`src/rtl/rtl_settings_pkg.sv`:
```
// ---------------------------------------------------------------------------
// rtl_settings_pkg
//   Shared settings for the memory test datapath: Avalon-MM widths, the
//   locations of the CSR test-parameter fields, and the transaction type
//   encoding used between the control block and the transaction block.
// ---------------------------------------------------------------------------
package rtl_settings_pkg;

  localparam int ADDR_W      = 24;  // word address width
  localparam int AMM_DATA_W  = 32;  // Avalon data width, multiple of 8
  localparam int AMM_BURST_W = 4;   // Avalon burstcount width

  // CSR test parameter register fields
  localparam int BURST_REG_IDX   = 1;  // register holding the burst field
  localparam int BURST_FIELD_LSB = 0;  // burst field occupies AMM_BURST_W-1 bits
  localparam int PATTERN_REG_IDX = 3;  // register holding the pattern byte
  localparam int PATTERN_LSB     = 0;  // pattern byte occupies 8 bits

  typedef enum logic {
    WRITE_TRANS = 1'b0,
    READ_TRANS  = 1'b1
  } trans_type_t;

endpackage

```
`src/rtl/amm_trans_block.sv`:
```
// ---------------------------------------------------------------------------
// amm_trans_block
//   Turns one transaction command (valid/address/type) from the test control
//   block into an Avalon-MM write burst or a single read burst request.
//   Write data is the CSR pattern byte replicated across the data bus.
//   Read data is not consumed here.
//
// Ports
//   clk_i, rst_i         clock, asynchronous active-high reset
//   start_test_i         one-cycle pulse, latches burst length and pattern
//   test_param_reg_i     CSR parameters ([1] burst field, [3] pattern byte)
//   trans_valid_i        command valid; accepted when !in_process_o
//   trans_addr_i         command word address
//   trans_type_i         0 = write, 1 = read
//   in_process_o         a command is being executed
//   busy_o               block busy towards the control block
//   cmd_stb_o            pulse the cycle after the first beat / read request
//   amm_*                Avalon-MM master command interface
// ---------------------------------------------------------------------------
module amm_trans_block
  import rtl_settings_pkg::*;
#(
  parameter int ADDR_W      = rtl_settings_pkg::ADDR_W,
  parameter int AMM_DATA_W  = rtl_settings_pkg::AMM_DATA_W,
  parameter int AMM_BURST_W = rtl_settings_pkg::AMM_BURST_W
) (
  input  logic                    clk_i,
  input  logic                    rst_i,
  input  logic                    start_test_i,
  input  logic [3:1][31:0]        test_param_reg_i,
  input  logic                    trans_valid_i,
  input  logic [ADDR_W-1:0]       trans_addr_i,
  input  logic                    trans_type_i,
  output logic                    in_process_o,
  output logic                    busy_o,
  output logic                    cmd_stb_o,
  output logic [ADDR_W-1:0]       amm_address_o,
  output logic                    amm_read_o,
  output logic                    amm_write_o,
  output logic [AMM_DATA_W-1:0]   amm_writedata_o,
  output logic [AMM_DATA_W/8-1:0] amm_byteenable_o,
  output logic [AMM_BURST_W-1:0]  amm_burstcount_o,
  input  logic                    amm_waitrequest_i
);

  typedef enum logic [1:0] {
    IDLE_S,
    WRITE_S,
    READ_S
  } state_t;

  localparam logic [AMM_BURST_W-1:0] ONE_BEAT = AMM_BURST_W'(1);

  state_t                 state, state_nxt;
  logic [AMM_BURST_W-1:0] burst_len_reg;  // length for the next command
  logic [AMM_BURST_W-1:0] cur_len;        // length of the command in flight
  logic [AMM_BURST_W-1:0] beat_cnt;       // beats still to be accepted
  logic [7:0]             pattern_reg;
  logic [ADDR_W-1:0]      addr_reg;
  logic                   first_beat;
  logic                   in_process;
  logic                   accept;
  logic                   beat_done;

  assign accept    = (state == IDLE_S) && trans_valid_i && !in_process;
  assign beat_done = (state != IDLE_S) && !amm_waitrequest_i;

  // NOTE: state is reset asynchronously so the Avalon strobes, which decode
  // directly from it, drop the moment rst_i rises, even mid-burst.
  always_ff @(posedge clk_i or posedge rst_i) begin
    if (rst_i) state <= IDLE_S;
    else       state <= state_nxt;
  end

  // NOTE: every output of this block gets a default before the case so no
  // path through it leaves a signal unassigned (which would infer a latch).
  always_comb begin
    state_nxt        = state;
    amm_write_o      = 1'b0;
    amm_read_o       = 1'b0;
    amm_address_o    = '0;
    amm_writedata_o  = '0;
    amm_byteenable_o = '0;
    amm_burstcount_o = '0;
    unique case (state)
      IDLE_S: begin
        if (accept)
          state_nxt = (trans_type_t'(trans_type_i) == READ_TRANS) ? READ_S : WRITE_S;
      end
      WRITE_S: begin
        amm_write_o      = 1'b1;
        amm_address_o    = addr_reg;
        amm_writedata_o  = {(AMM_DATA_W/8){pattern_reg}};
        amm_byteenable_o = '1;
        amm_burstcount_o = cur_len;
        if (!amm_waitrequest_i && beat_cnt == ONE_BEAT) state_nxt = IDLE_S;
      end
      READ_S: begin
        amm_read_o       = 1'b1;
        amm_address_o    = addr_reg;
        amm_burstcount_o = cur_len;
        if (!amm_waitrequest_i) state_nxt = IDLE_S;
      end
      default: state_nxt = IDLE_S;
    endcase
  end

  // Datapath. The length of the command in flight is captured in cur_len at
  // acceptance, so a start_test_i reload mid-burst only affects later commands
  // and burstcount never changes within a burst.
  // NOTE: non-blocking assignments throughout so every register samples the
  // pre-edge value of the others, independent of statement order.
  always_ff @(posedge clk_i or posedge rst_i) begin
    if (rst_i) begin
      burst_len_reg <= ONE_BEAT;
      cur_len       <= '0;
      beat_cnt      <= '0;
      pattern_reg   <= '0;
      addr_reg      <= '0;
      first_beat    <= 1'b0;
      in_process    <= 1'b0;
      cmd_stb_o     <= 1'b0;
    end else begin
      cmd_stb_o <= 1'b0;
      if (start_test_i) begin
        // Zero-extend the field before adding one, so the maximum field value
        // yields 2^(AMM_BURST_W-1) without wrapping.
        burst_len_reg <= AMM_BURST_W'(test_param_reg_i[BURST_REG_IDX][BURST_FIELD_LSB +: AMM_BURST_W-1])
                         + ONE_BEAT;
        pattern_reg   <= test_param_reg_i[PATTERN_REG_IDX][PATTERN_LSB +: 8];
      end
      if (accept) begin
        addr_reg   <= trans_addr_i;
        beat_cnt   <= burst_len_reg;
        cur_len    <= burst_len_reg;
        first_beat <= 1'b1;
        in_process <= 1'b1;
      end else if (beat_done) begin
        cmd_stb_o  <= first_beat;
        first_beat <= 1'b0;
        beat_cnt   <= beat_cnt - ONE_BEAT;
        // A read completes on its single request; a write on its last beat.
        if (state == READ_S || beat_cnt == ONE_BEAT) in_process <= 1'b0;
      end
    end
  end

  assign in_process_o = in_process;
  assign busy_o       = in_process || (state != IDLE_S);

endmodule

```
`config.mk`:
```
export PLATFORM = sky130hd
export DESIGN_NAME = amm_trans_block
export DESIGN_NICKNAME = d
export VERILOG_FILES = /design/src/rtl/rtl_settings_pkg.sv /design/src/rtl/amm_trans_block.sv
export SDC_FILE = /design/constraint.sdc
export NUM_CORES = 1
export LEC_CHECK = 0
export ABC_AREA = 1
export CORE_MARGIN = 2
export CORE_UTILIZATION = 34
export CTS_CLUSTER_SIZE = 16
export DETAILED_ROUTE_END_ITERATION = 10
export GPL_TIMING_DRIVEN = 1
export HOLD_SLACK_MARGIN = 0.02
export PLACE_DENSITY_LB_ADDON = 0.05
export SLEW_MARGIN = 20
export SYNTH_ARGS = -nofsm -noshare
export SYNTH_HDL_FRONTEND = slang
export SYNTH_SLANG_ARGS = --single-unit
```
`constraint.sdc`:
```
create_clock -name clk_i -period 1.7 [get_ports clk_i]
set_clock_uncertainty 0.15 [all_clocks]
set_input_delay 0.255 -clock clk_i [delete_from_list [all_inputs] [get_ports clk_i]]
set_output_delay 0.255 -clock clk_i [all_outputs]
set_load 0.05 [all_outputs]
```
==> reports/qor.yml <==
route:
  wl_met1_microns: 2800
  finalWirelength_microns: 6340
  drc: 0
  route.vias.total: 2291
  drt-initial-drc-count: 58
  highest_layer: "met4"
  first_pass_iters: 6
  via_per_inst: 4.29
  dr_wl_met2_microns: 2980
  wl_per_cell_microns: 11.9
  ant_nets: 0
  wl_met3_microns: 464
clock_network:
  cts_sinks: 49
  clkSlewWorstSetupHoldPaths_ps: 90
  cts_tree: "done"
  htreeDepth: 2
  numCtsBuffers: 5
  worstSkewPairLatency_ps: 300
  root_buffer: "clkbuf_8"
  ctsLongestPathBuffers: 2
synthesis:
  synth-async-reset-ratio_pct: 100
  syn_nets: 469
  synth_edf_count: 0
  syn_area_sq_um: 2540
  syn-instance-count: 337
  yosysUniqueCellTypes: 20
  synth-seq-area-share_pct: 48.3
  synth_ff_type: "dfrtp_1"
  synth-seq-cells: 49
  ys_warn_count: 0
  avgSynthCellArea_sq_um: 7.55
power:
  powerDensity_nw_per_um2: 1920
  vdd_drop_max_mv: 0.990
  p_int_w: 0.00496
  swShare_pct: 47.6
  power.leakage_nw: 2.43
  p_sw_w: 0.00451
  clockPowerShare_pct: 7.0
  seqPwrFrac_pct: 21.1
  combinationalPowerShare_pct: 71.9
floorplan:
  die_h_microns: 90.5
  die-area_sq_um: 8190
  io_pins: 195
  coreArea_sq_um: 7250
  initial_core_util_pct: 35.1
  num_rows: 31
  dieWidth_microns: 90.5
worst_setup_path:
  crit_path_end_kind: "output port"
  arrival_ps: 1580
  crit_path_start_kind: "flip-flop"
  worstSetupPathType: "flip-flop to output port"
  crit_fanout: 6
  worstRegToRegCells: 7
  required_ps: 1290
run:
  cap_violations: 0
cells_and_area:
  antennaDiodeCount: 0
  synthToLayoutAreaGrowth_pct: 93.3
  drive_above_1_share_pct: 40.9
  nNetsFinal: 566
  final_cell_area_sq_um: 4920
  largest_reg_flops: 24
timing:
  slew_viol_final: 0
  min_period_over_period_pct: 117
  tightestPinTransition_ps: 395
  min_period_ps: 1990
  setup_ws_ps: -286
  setup_viol: 66
  hold_viol_final: 0
  relSlewSlack_pct: 73.4
  fmax_mhz: 504
  whs_ps: 167
  rsz0062_at_grt: "true"
placed_design:
  dpl.hpwl_microns: 4660
  place_area_sq_um: 4620
  gp_congestion: 0.746
  port_buffers: 109
global_route:
  grt_antenna_before_repair: 0
  grt_max_degree: 50
  gr-total-overflow: 0
  grt_usage_pct: 16.1
  grt_pass1_vias: 2234
  grt_pass1_wl_microns: 10800
hold_path:
  hp-class: "primary input to asynchronous set/reset pin"
status:
  outcome: "finished with violations"
  violations: "setup timing"
==> power by group through the flow <==
stage	combinational (W)	clock, W	sequential, W
global placement	0.00619	0	0.00195
global route	0.00716	0.000734	0.00206
finish	0.00681	0.000665	0.00199
floorplan	0.00398	0	0.00197
CTS	0.00663	0.000700	0.00199
detailed placement	0.00627	0	0.00197
==> repair_timing <==
| action | in CTS | in global routing |
|---|---|---|
| setup endpoints to repair | 67 | 69 |
| hold buffers | 0 | 0 |
| cloned | 1 | 1 |
| resized for setup | 31 | 14 |
| buffers inserted | 1 | 3 |
| pin swaps | 10 | 3 |
==> logic make-up after synthesis <==
family / synth area share [%]
compound gates: 2.95
buf+inv: 18.5
simple gates: 27.0
fa+ha+maj: 2.95
flops: 48.3
xor+xnor: 0.344
==> through the flow <==
stage | power [W] | util [%] | cells | setup slack (ps) | setup TNS [ps]
after floorplan | 0.00595 | - | 337 | -140 | -3890
after global placement | 0.00814 | 63.7 | 520 | -32.2 | -260
after detailed placement | 0.00823 | 63.7 | 520 | -43.9 | -531
after CTS | 0.00932 | 66.5 | 530 | -306 | -17710
after global routing | 0.00995 | 67.8 | 534 | -347 | -20940
final | 0.00947 | 67.8 | 534 | -286 | -16800
==> per-layer routing <==
layer | track usage [%] | vias to the layer above
met4 | 4.10 | 0
met1 | 21.7 | 1040
met2 | 25.0 | 83
met3 | 5.09 | 10
li1 | - | 1158
met5 | 0 | -
==> worst paths after layout <==
| kind | from | end | slack [ps] |
|---|---|---|---|
| max | state[1] | amm_address_o[16] | -290 |
| min | rst_i | addr_reg[13] | 170 |
| max reg2reg | state[0] | state[0] | 80 |
| min reg2reg | burst_len_reg[1] | burst_len_reg[1] | 340 |
| max in group asynchronous | rst_i | burst_len_reg[0] | 940 |
| min in group clk_i | trans_addr_i[21] | addr_reg[21] | 330 |
==> critical path, stage by stage (launching register included) <==
cell and delay, ps:
dfrtp_1 390, inv_2 80, ha_4 370, clkbuf_16 200
nand2_4 50, clkinvlp_4 80, buf_12 130
==> cell usage in the layout, fill, tap and decap left out, types with 7 or more instances in the layout <==
master,instances
buf_12,70
clkinvlp_4,28
nand2_4,36
inv_4,7
nand2_1,127
inv_1,12
clkdlybuf4s50_1,40
buf_4,13
dfrtp_1,48
==> synth_stat cells (2+ instances only) <==
library cell  number  share of area [%]
nor2_1             4               0.59
inv_1             51                7.5
ha_1               6                3.0
buf_2              7                1.4
o211ai_1           2               0.59
clkbuf_1           2               0.30
nand2_1          163                 24
nand3_1            6                1.2
dfrtp_1           48                 47
buf_6              2               0.89
a21oi_1            3               0.59
o21ai_0            6                1.2
nand4_1            3               0.74
buf_4             28                8.3
==> cell type report <==
type	count	area, sq um
Sequential cell	49	1230
Timing Repair Buffer	129	2000
Tap cell	99	124
Clock buffer	7	76.3
Fill cell	593	2340
Clock inverter	1	5.00
Multi-Input combinational cell	197	1170
Inverter	52	319
Note: power is estimated with default switching activity, not from simulation.
